<file path="config.mk">
export PLATFORM = sky130hd
export DESIGN_NAME = ds_width_expander_pkt
export DESIGN_NICKNAME = d
export VERILOG_FILES = /design/src/rtl/ds_width_expander_pkt.sv
export SDC_FILE = /design/constraint.sdc
export NUM_CORES = 1
export LEC_CHECK = 0
export ABC_AREA = 1
export BUFFER_PORTS_ARGS = -buffer_cell sky130_fd_sc_hd__buf_2
export CORE_MARGIN = 2
export CORE_UTILIZATION = 50
export CTS_BUF_LIST = sky130_fd_sc_hd__clkbuf_8
export DETAILED_ROUTE_END_ITERATION = 12
export GPL_ROUTABILITY_DRIVEN = 0
export PLACE_DENSITY = 0.7
export SYNTH_ARGS = -nofsm -noshare
export SYNTH_HDL_FRONTEND = slang
export SYNTH_SLANG_ARGS = --single-unit
</file>
<file path="constraint.sdc">
create_clock -name clk -period 1.6 [get_ports clk]
set_input_delay 0.24 -clock clk [delete_from_list [all_inputs] [get_ports clk]]
set_output_delay 0.24 -clock clk [all_outputs]
set_load 0.01 [all_outputs]
</file>
<file path="src/rtl/ds_width_expander_pkt.sv">
// Packet-aware upsizing width converter: packs FACTOR inbound words into one
// outbound word, flushing a partial word with keep flags on end-of-packet.
module ds_width_expander_pkt #(
  parameter int IWIDTH    = 8,
  parameter int FACTOR    = 4,
  parameter int LSB_FIRST = 1
) (
  input  logic                     clk,
  input  logic                     reset,
  input  logic [IWIDTH-1:0]        i_dat,
  input  logic                     i_eop,
  input  logic                     i_val,
  output logic                     i_rdy,
  output logic [IWIDTH*FACTOR-1:0] o_dat,
  output logic [FACTOR-1:0]        o_keep,
  output logic                     o_eop,
  output logic                     o_val,
  input  logic                     o_rdy
);

  localparam int CW = $clog2(FACTOR);
  localparam int OW = IWIDTH * FACTOR;

  logic [CW-1:0]                 cnt_q, cnt_d;
  logic [FACTOR-2:0][IWIDTH-1:0] acc_q, acc_d;
  logic [FACTOR-2:0]             keep_q, keep_d;
  logic [OW-1:0]                 o_dat_q, o_dat_d;
  logic [FACTOR-1:0]             o_keep_q, o_keep_d;
  logic                          o_eop_q, o_eop_d;
  logic                          o_val_q, o_val_d;

  // Group assembled in arrival order, with the current word merged in
  logic [FACTOR-1:0][IWIDTH-1:0] grp;
  logic [FACTOR-1:0]             grp_keep;
  logic                          in_xfer;
  logic                          last_lane;

  assign i_rdy     = ~reset & (~o_val_q | o_rdy);
  assign in_xfer   = i_val & i_rdy;
  assign last_lane = (cnt_q == CW'(FACTOR - 1));

  always_comb begin
    grp      = {{IWIDTH{1'b0}}, acc_q};
    grp_keep = {1'b0, keep_q};
    for (int g = 0; g < FACTOR; g++) begin
      if (cnt_q == CW'(g)) begin
        grp[g]      = i_dat;
        grp_keep[g] = 1'b1;
      end
    end
  end

  always_comb begin
    cnt_d    = cnt_q;
    acc_d    = acc_q;
    keep_d   = keep_q;
    o_dat_d  = o_dat_q;
    o_keep_d = o_keep_q;
    o_eop_d  = o_eop_q;
    o_val_d  = o_val_q;

    if (o_val_q && o_rdy) begin
      o_val_d = 1'b0;
    end

    if (in_xfer) begin
      if (last_lane || i_eop) begin
        // Map arrival order onto physical lanes
        for (int g = 0; g < FACTOR; g++) begin
          o_dat_d[((LSB_FIRST != 0) ? g : FACTOR - 1 - g) * IWIDTH +: IWIDTH] = grp[g];
          o_keep_d[(LSB_FIRST != 0) ? g : FACTOR - 1 - g]                     = grp_keep[g];
        end
        o_eop_d = i_eop;
        o_val_d = 1'b1;
        acc_d   = '0;
        keep_d  = '0;
        cnt_d   = '0;
      end else begin
        for (int g = 0; g < FACTOR - 1; g++) begin
          if (cnt_q == CW'(g)) begin
            acc_d[g]  = i_dat;
            keep_d[g] = 1'b1;
          end
        end
        cnt_d = cnt_q + CW'(1);
      end
    end
  end

  always_ff @(posedge clk or posedge reset) begin
    if (reset) begin
      cnt_q    <= '0;
      acc_q    <= '0;
      keep_q   <= '0;
      o_dat_q  <= '0;
      o_keep_q <= '0;
      o_eop_q  <= 1'b0;
      o_val_q  <= 1'b0;
    end else begin
      cnt_q    <= cnt_d;
      acc_q    <= acc_d;
      keep_q   <= keep_d;
      o_dat_q  <= o_dat_d;
      o_keep_q <= o_keep_d;
      o_eop_q  <= o_eop_d;
      o_val_q  <= o_val_d;
    end
  end

  assign o_dat  = o_dat_q;
  assign o_keep = o_keep_q;
  assign o_eop  = o_eop_q;
  assign o_val  = o_val_q;

endmodule

</file>
==> impl_metrics.toml, run 1 <==
[synthesis]
ys_warn_count = 0
ys_types = 21
synth_top_cell_by_area = "dfrtp_1"
synth.top_cell.area_share_pct = 52.1
synthCells = 386
syn_area_per_cell_um2 = 8.34
ys.flop_type = "dfrtp_1"
yosys-top-cells-area = "dfrtp_1, nand2_1, nand4_1"
async_reset_ff_share_pct = 100
syn_area_um2 = 3220
synth_common_cells = "nand2_1, dfrtp_1, nand4_1"
synth_enable_flop_cells = 0
ys_ff_latch = 67
syn_nets = 404
synth-seq-area-share_pct = 52.1
yosysMostFrequentCell = "nand2_1"

[floorplan]
die_w_um = 84.2
core-area_um2 = 6280
initial_core_util_pct = 51.3
num_rows = 29
pin_count = 52
die_h_um = 84.2
dieArea_um2 = 7100

[worst_setup_path]
critical-path-top-delay-family = "simple AND/OR/NAND/NOR gates"
start_kind = "flip-flop"
crit_top_cell = "nand2_1"
cp-endpoint = "o_dat[29]$_DFFE_PP0P_"
worst_r2r_endpoint = "o_dat[29]$_DFFE_PP0P_"
r2r_setup_slack_ns = 0.1
startpoint = "cnt_q[0]$_DFFE_PP0P_"
worst_r2r_path_depth = 7
worstPathMaxFanout = 27
r2r_start = "cnt_q[0]$_DFFE_PP0P_"
worstSetupPathType = "flip-flop to flip-flop"
cp_num_buf_inv = 2
cp_cell_sequence = "ha_1 -> nor2_4 -> inv_6 -> nand4_4 -> buf_12 -> nand2_1 -> nand2_1"
crit_required_ns = 1.88
end_kind = "flip-flop"
slowest_delay_ns = 0.43
crit_cells = 7
cp_slowest_cell = "dfrtp_1"
arrival_ns = 1.79

[sta]
fmax_mhz = 664
tns_ns = 0
fin_hold_ws_ns = 0.217
skew_ns = 0.00267
final.period_utilization_pct = 94.1
finalSetupViolations = 0
final_hold_viol_count = 0
fin_ws_ns = 0.0950
worstMarginPinSlew_ns = 0.763
drv_slew = 0
period_needed_ns = 1.50
relSlewSlack_pct = 49.1

[final_layout]
fin_nets = 456
syn2layout_area_growth_pct = 15.2
antennaDiodeCount = 0
drive_gt1_share_pct = 22.0

[power_and_ir_drop]
finalPower_mw = 4.72
switching_share_pct = 34.0
p_int_mw = 3.12
pwr-share-clk_pct = 24.2
powerDensity_nw_per_um2 = 1270
vdd_ir_drop_max_v = 0.000814
seqPwrFrac_pct = 47.3
combPwrFrac_pct = 28.5
p_sw_mw = 1.60
p_leak_nw = 2.04

[clock_tree]
clk_pin_slew_ns = 0.06
cts_sinks = 67
clockBufferDepth = 2
cts_inserted_buffers = 9
tritoncts = "done"
clock_latency_ns = 0.34
root_buffer = "clkbuf_8"
htreeDepth = 3
cts_setup_buffers = 0

[place]
io_buffer_count = 51
dp_slack_ns = 0.0475
place_hpwl_mm = 4.92

[outcome]
status = "complete, no violations"

[grt]
antenna_found_initial = 0
grt_pass1_wl_mm = 12.5
overflow = 0
grt_pass1_vias = 2496
grt_usage_pct = 22.6
grt_max_degree = 61

[routing]
initialDrtViolationCount = 226
vias_per_cell = 5.32
firstDrtPassIters = 5
num_vias = 2749
ant_nets = 0
drc_errors = 0
routed_wl_mm = 7.55
post_drt_wl_per_cell_um = 14.6

[min_path]
hold_path.class = "primary input to flip-flop"

[flow_run]
maxCapViolCount = 0
==> flip-flops by register name, summed over array words and instances (netlist names) <==
| signal | count |
|---|---|
| o_eop | 1 |
| acc_q | 24 |
| cnt_q | 2 |
| o_keep | 4 |
| o_val | 1 |
| keep_q | 3 |
| o_dat | 32 |
==> power groups by stage <==
stage,registers [mW],logic [mW],clock network (mW)
finish,2.23,1.35,1.14
detailed placement,2.26,1.35,0
CTS,2.23,1.36,1.19
floorplan,2.35,0.771,0
global route,2.28,1.53,1.25
global placement,2.25,1.32,0
==> cell usage in the layout (no fill, tap or decap) <==
cell type	instances
a21oi_2	1
buf_12	4
buf_2	51
buf_4	10
buf_6	1
clkbuf_8	10
dfrtp_1	67
dlygate4sd3_1	1
ha_1	5
inv_1	7
inv_2	2
inv_4	1
inv_6	1
nand2_1	196
nand2_2	9
nand3_1	1
nand3_2	1
nand4_1	36
nand4_4	1
nor2_4	2
o21ai_0	19
o21ai_1	11
or2_2	3
==> worst min path at each step <==
stage	start	end	slack [ns]	cells past startpoint
after global placement	reset	keep_q[1]$_DFFE_PP0P_	0.16	2
after floorplan	reset	acc_q[0]$_DFFE_PP0P_	0.24	1
after global routing	i_dat[5]	o_dat[29]$_DFFE_PP0P_	0.22	3
after CTS	i_dat[7]	o_dat[31]$_DFFE_PP0P_	0.20	3
after detailed placement	reset	keep_q[1]$_DFFE_PP0P_	0.17	2
final	i_dat[6]	o_dat[30]$_DFFE_PP0P_	0.22	3
==> stage by stage <==
step	util, %	cells	instance area, um2
global placement	56.4	503	3540
finish	59.1	517	3710
global route	59.1	517	3710
floorplan	-	386	3220
CTS	59.0	517	3700
detailed placement	56.4	503	3540
==> repair_timing <==
action | CTS | global route
hold endpoints to repair | 7 | 0
resized for setup | 0 | 4
hold buffers | 1 | 0
endpoints found under the setup margin | 0 | 43
==> worst register-to-register path: cells and delay by family, from the launching register on <==
kind,cells,cell delay (ns)
adder cells (fa/ha/maj),1,0.26
flip-flops,1,0.43
AND/OR/NAND/NOR,4,0.45
buffers and inverters,2,0.30
==> area by class of cell <==
class | count | area, um2
clock buffers | 10 | 138
clock inverters | 3 | 11.3
fillers | 582 | 2570
inverters | 8 | 37.5
multi-input cells | 285 | 1320
flip-flops and latches | 67 | 1680
well taps | 77 | 96.3
repair buffers | 67 | 432
==> cells by family (layout without fill, tap and decap cells) <==
group | Yosys count | in the layout | share of synthesized area, %
adders and majority gates | 5 | 5 | 1.94
and+or+nand+nor | 249 | 249 | 34.0
DFF | 67 | 67 | 52.1
AOI/OAI and AO/OA | 31 | 31 | 4.94
buffers and inverters | 34 | 88 | 7.03
==> per-layer routing <==
layer | GRT usage (%) | wire length [um] | vias up
met1 | 32.1 | 3540 | 1274
met5 | 0 | 0 | -
met4 | 10.9 | 161 | 0
li1 | - | - | 1359
met3 | 4.33 | 475 | 14
met2 | 33.4 | 3370 | 102
(Power assumes the default switching activity.)
==> inputs of run 2 (changes only) <==
--- a/config.mk
+++ b/config.mk
@@ -13,6 +13,7 @@
 export DETAILED_ROUTE_END_ITERATION = 12
 export GPL_ROUTABILITY_DRIVEN = 0
 export PLACE_DENSITY = 0.7
+export RECOVER_POWER = 100
 export SYNTH_ARGS = -nofsm -noshare
 export SYNTH_HDL_FRONTEND = slang
 export SYNTH_SLANG_ARGS = --single-unit
==> run 2 against run 1 <==
Sequential share of layout area rose by 0.76 points; combinational power fell by 5%; register-to-register slack barely moved; cell count did not move; critical path type unchanged; critical endpoint unchanged.
==> impl_metrics.toml, run 2 (same netlist as run 1, synthesis figures left out) <==
[grt]
grt_max_degree = 61
overflow = 0
antenna_found_initial = 0
grt_pass1_vias = 2496
grt_pass1_wl_mm = 12.5
grt_usage_pct = 22.6

[final_layout]
drive_gt1_share_pct = 13.0
syn2layout_area_growth_pct = 13.3
final_common_cell = "nand2_1"
fin_nets = 456
most-common-layout-cells = "nand2_1, dfrtp_1, clkbuf_1"
final_util_pct = 58.1
antennaDiodeCount = 0
largest_register_ffs = 32

[power_and_ir_drop]
p_sw_mw = 1.61
switching_share_pct = 34.6
seqPwrFrac_pct = 48.0
combPwrFrac_pct = 27.4
vdd_ir_drop_max_v = 0.000806
pwr-share-clk_pct = 24.6
powerDensity_nw_per_um2 = 1280
p_int_mw = 3.05
p_leak_nw = 1.89
finalPower_mw = 4.67

[sta]
final.period_utilization_pct = 94.2
skew_ns = 0.00239
relSlewSlack_pct = 45.5
final_hold_viol_count = 0
tns_ns = 0
rsz0062_at_grt = "false"
fmax_mhz = 663
period_needed_ns = 1.51
finalSetupViolations = 0
drv_slew = 0
worstMarginPinSlew_ns = 0.818

[worst_setup_path]
worstSetupPathType = "flip-flop to flip-flop"
start_kind = "flip-flop"
r2r_setup_slack_ns = 0.09
end_kind = "flip-flop"
crit_required_ns = 1.88
worstPathMaxFanout = 27
arrival_ns = 1.79

[floorplan]
core-area_um2 = 6280
num_rows = 29
die_h_um = 84.2
pin_count = 52
die_w_um = 84.2
initial_core_util_pct = 51.3
dieArea_um2 = 7100

[routing]
routed_wl_mm = 7.59
num_vias = 2719
ant_nets = 0
firstDrtPassIters = 5
drc_errors = 0
vias_per_cell = 5.26
initialDrtViolationCount = 234
post_drt_wl_per_cell_um = 14.7

[clock_tree]
root_buffer = "clkbuf_8"
cts_setup_buffers = 0
cts_sinks = 67
clock_latency_ns = 0.34
htreeDepth = 3
clockBufferDepth = 2
cts_inserted_buffers = 9
clk_pin_slew_ns = 0.06
tritoncts = "done"

[place]
place_hpwl_mm = 4.92
io_buffer_count = 51

[flow_run]
maxCapViolCount = 0

[min_path]
hold_path.class = "primary input to flip-flop"

[outcome]
status = "complete, no violations"
==> run 2: changes by cell type in the layout (fill, tap and decap cells not counted), sizes merged <==
| cell | delta |
|---|---|
| clkbuf | +39 |
| buf | -39 |
==> run 2: cell type report <==
class / instances / area [um2]
fillers: 597 / 2630
repair buffers: 67 / 375
multi-input cells: 285 / 1310
clock inverters: 3 / 11.3
flip-flops and latches: 67 / 1680
clock buffers: 10 / 138
inverters: 8 / 37.5
well taps: 77 / 96.3
==> run 2: worst paths after layout <==
check,from,endpoint,cells past startpoint
worst max-delay path,cnt_q[0]$_DFFE_PP0P_,o_dat[29]$_DFFE_PP0P_,7
worst min-delay path,i_dat[7],o_dat[31]$_DFFE_PP0P_,3
worst max register to register,cnt_q[0]$_DFFE_PP0P_,o_dat[29]$_DFFE_PP0P_,7
worst min register to register,o_dat[28]$_DFFE_PP0P_,o_dat[28]$_DFFE_PP0P_,2
max in group asynchronous,reset,o_dat[30]$_DFFE_PP0P_,4
min in group asynchronous,reset,keep_q[1]$_DFFE_PP0P_,3
==> run 2: what timing repair did <==
| action | 4_1_cts | 5_1_grt |
|---|---|---|
| endpoints found under the hold margin | 7 | 0 |
| endpoints found under the setup margin | 0 | 43 |
| gates resized for setup | 0 | 4 |
| hold buffers | 1 | 0 |
==> run 2: power groups by stage <==
stage               clock network, mW  registers [mW]  logic (mW)
finish                           1.15            2.24        1.28
global route                     1.25            2.28        1.46
CTS                              1.19            2.23        1.36
detailed placement                  0            2.26        1.35
global placement                    0            2.25        1.32
floorplan                           0            2.35       0.771
==> run 2: metrics by stage <==
stage | setup WS (ns) | hold WS, ns | cells | cell area, um2
final | 0.0926 | 0.215 | 517 | 3650
after global routing | 0.00321 | 0.225 | 517 | 3650
after CTS | 0.0426 | 0.200 | 517 | 3700
after detailed placement | 0.0475 | 0.167 | 503 | 3540
after global placement | 0.122 | 0.161 | 503 | 3540
after floorplan | 0.139 | 0.243 | 386 | 3220
==> run 2: worst max-delay path: stages (launching register included) <==
cell and delay (ns):
dfrtp_1 0.43, ha_1 0.26, nor2_4 0.19, inv_6 0.12, nand4_4 0.11, buf_12 0.18
nand2_1 0.07, nand2_1 0.06
==> run 2: layer usage <==
metal / wire [um] / global-route usage [%] / vias to the layer above
met3: 476 / 4.33 / 12
met5: 0 / 0 / -
met4: 144 / 10.9 / 0
met1: 3550 / 32.1 / 1249
li1: - / - / 1357
met2: 3410 / 33.4 / 101
==> inputs of run 3 (changes only) <==
--- a/config.mk
+++ b/config.mk
@@ -9,10 +9,10 @@
 export BUFFER_PORTS_ARGS = -buffer_cell sky130_fd_sc_hd__buf_2
 export CORE_MARGIN = 2
 export CORE_UTILIZATION = 50
-export CTS_BUF_LIST = sky130_fd_sc_hd__clkbuf_8
+export CTS_BUF_LIST = sky130_fd_sc_hd__clkbuf_4
 export DETAILED_ROUTE_END_ITERATION = 12
 export GPL_ROUTABILITY_DRIVEN = 0
-export PLACE_DENSITY = 0.7
+export PLACE_DENSITY = 0.73
 export RECOVER_POWER = 100
 export SYNTH_ARGS = -nofsm -noshare
 export SYNTH_HDL_FRONTEND = slang
==> constraint.sdc (replaced) <==
create_clock -name clk -period 1.2 [get_ports clk]
set_input_delay 0.18 -clock clk [delete_from_list [all_inputs] [get_ports clk]]
set_output_delay 0.18 -clock clk [all_outputs]
set_load 0.01 [all_outputs]
==> run 3 against run 2 <==
The run now ends with negative setup slack left; clock power rose by 23%; core utilization rose by 11 points; combinational power grew 95%.
==> impl_metrics.toml, run 3 (same netlist as run 1, synthesis figures left out) <==
[outcome]
status = "finished with violations"
failed_checks = "negative setup slack"

[routing]
drc_errors = 0
routed_wl_mm = 9.30
firstDrtPassIters = 5
num_vias = 3093
vias_per_cell = 5.68
initialDrtViolationCount = 325
ant_nets = 0
post_drt_wl_per_cell_um = 17.1

[floorplan]
die_w_um = 84.2
num_rows = 29
die_h_um = 84.2
core-area_um2 = 6280
dieArea_um2 = 7100
initial_core_util_pct = 51.3
pin_count = 52

[worst_setup_path]
crit_required_ns = 1.51
worstSetupPathType = "flip-flop to flip-flop"
start_kind = "flip-flop"
arrival_ns = 1.76
worstPathMaxFanout = 12
end_kind = "flip-flop"

[clock_tree]
cts_inserted_buffers = 9
root_buffer = "clkbuf_4"
clock_latency_ns = 0.41
htreeDepth = 3
clockBufferDepth = 2
clk_pin_slew_ns = 0.11
cts_sinks = 67
tritoncts = "done"

[sta]
rsz0062_at_grt = "true"
relSlewSlack_pct = 52.9
skew_ns = 0.00999
drv_slew = 0
period_needed_ns = 1.45
final.period_utilization_pct = 121
fmax_mhz = 692
worstMarginPinSlew_ns = 0.706
fin_ws_ns = -0.246
finalSetupViolations = 69
final_hold_viol_count = 0
tns_ns = -12.97

[final_layout]
antennaDiodeCount = 0
fin_nets = 482
layout.cells.non_filler = 545
final_common_cell = "nand2_1"
most-common-layout-cells = "nand2_1, dfrtp_1, nand2_2"
syn2layout_area_growth_pct = 35.3
drive_gt1_share_pct = 38.9
largest_register_ffs = 32
final_area_um2 = 4360

[grt]
overflow = 0
grt_usage_pct = 26.2
grt_pass1_wl_mm = 14.4
grt_max_degree = 40
grt_pass1_vias = 2794
antenna_found_initial = 0

[flow_run]
maxCapViolCount = 0

[power_and_ir_drop]
p_leak_nw = 2.21
finalPower_mw = 6.96
powerDensity_nw_per_um2 = 1600
vdd_ir_drop_max_v = 0.000956

[min_path]
hold_path.class = "primary input to flip-flop"

[place]
io_buffer_count = 51
dp_slack_ns = -0.233
dp.cells = 508
place_hpwl_mm = 5.12
placed_cell_area_um2 = 3620
## run 3: cell count changes in the layout (fill, tap and decap cells not counted), moves of 8 or more
cell      change
o21ai_0      -23
o21ai_2       +8
nand2_2      +47
nand2_1      -55
buf_4         +9
clkbuf_4     +10
clkbuf_1     -25
clkbuf_8     -10
o21ai_1      +15
clkbuf_2     +19
buf_6         +9
## run 3: worst paths after layout
path	from	end	slack (ns)	cells after the start
hold reg to reg	o_dat[29]$_DFFE_PP0P_	o_dat[29]$_DFFE_PP0P_	0.48	2
setup / recovery	cnt_q[1]$_DFFE_PP0P_	o_keep[2]$_DFFE_PP0P_	-0.25	7
min in group asynchronous	reset	o_val$_DFF_PP0_	0.61	4
max in group asynchronous	reset	cnt_q[0]$_DFFE_PP0P_	0.09	4
hold / removal	i_eop	o_eop$_DFFE_PP0P_	0.09	3
setup reg to reg	cnt_q[1]$_DFFE_PP0P_	o_keep[2]$_DFFE_PP0P_	-0.25	7
## run 3: what timing repair did
action                                 4_1_cts  5_1_grt
endpoints found under the hold margin       67        0
pin swaps                                   31       16
hold buffers                                 1        0
gates resized for setup                     78       48
cloned                                       3        2
setup buffers                               10        7
setup endpoints to repair                   67       70
## run 3: routing by layer
metal / global-route usage, % / vias up / routed length, um
li1: - / 1414 / -
met4: 11.3 / 0 / 251
met3: 4.82 / 22 / 849
met5: 0 / - / 0
met2: 39.2 / 178 / 4310
met1: 37.7 / 1479 / 3890
## run 3: worst max-delay path: stages (launching register included)
cell and delay [ns]:
dfrtp_2 0.48, ha_4 0.18, nor2_4 0.04, inv_4 0.09, nand4_4 0.19, clkbuf_16 0.25, nand2_1 0.06, nand2_1 0.05
## run 3: final cells by class
class	count	area, um2
fillers	491	1920
flip-flops and latches	67	1680
multi-input cells	285	1610
repair buffers	93	793
well taps	77	96.3
clock buffers	10	75.1
inverters	8	55.1
clock inverters	5	45.0
## run 3: report_power, final
part / internal [mW] / leakage, nW / switching, mW
sequential: 2.72 / 0.895 / 0.331
clock: 0.622 / 0.0664 / 0.799
combinational: 1.08 / 1.25 / 1.41
## run 3: metrics by stage
step / util, % / hold slack (ns)
finish: 69.4 / 0.0859
global placement: 57.7 / 0.332
CTS: 65.6 / 0.0793
floorplan: - / 0.0564
detailed placement: 57.7 / 0.340
global route: 69.4 / 0.0798
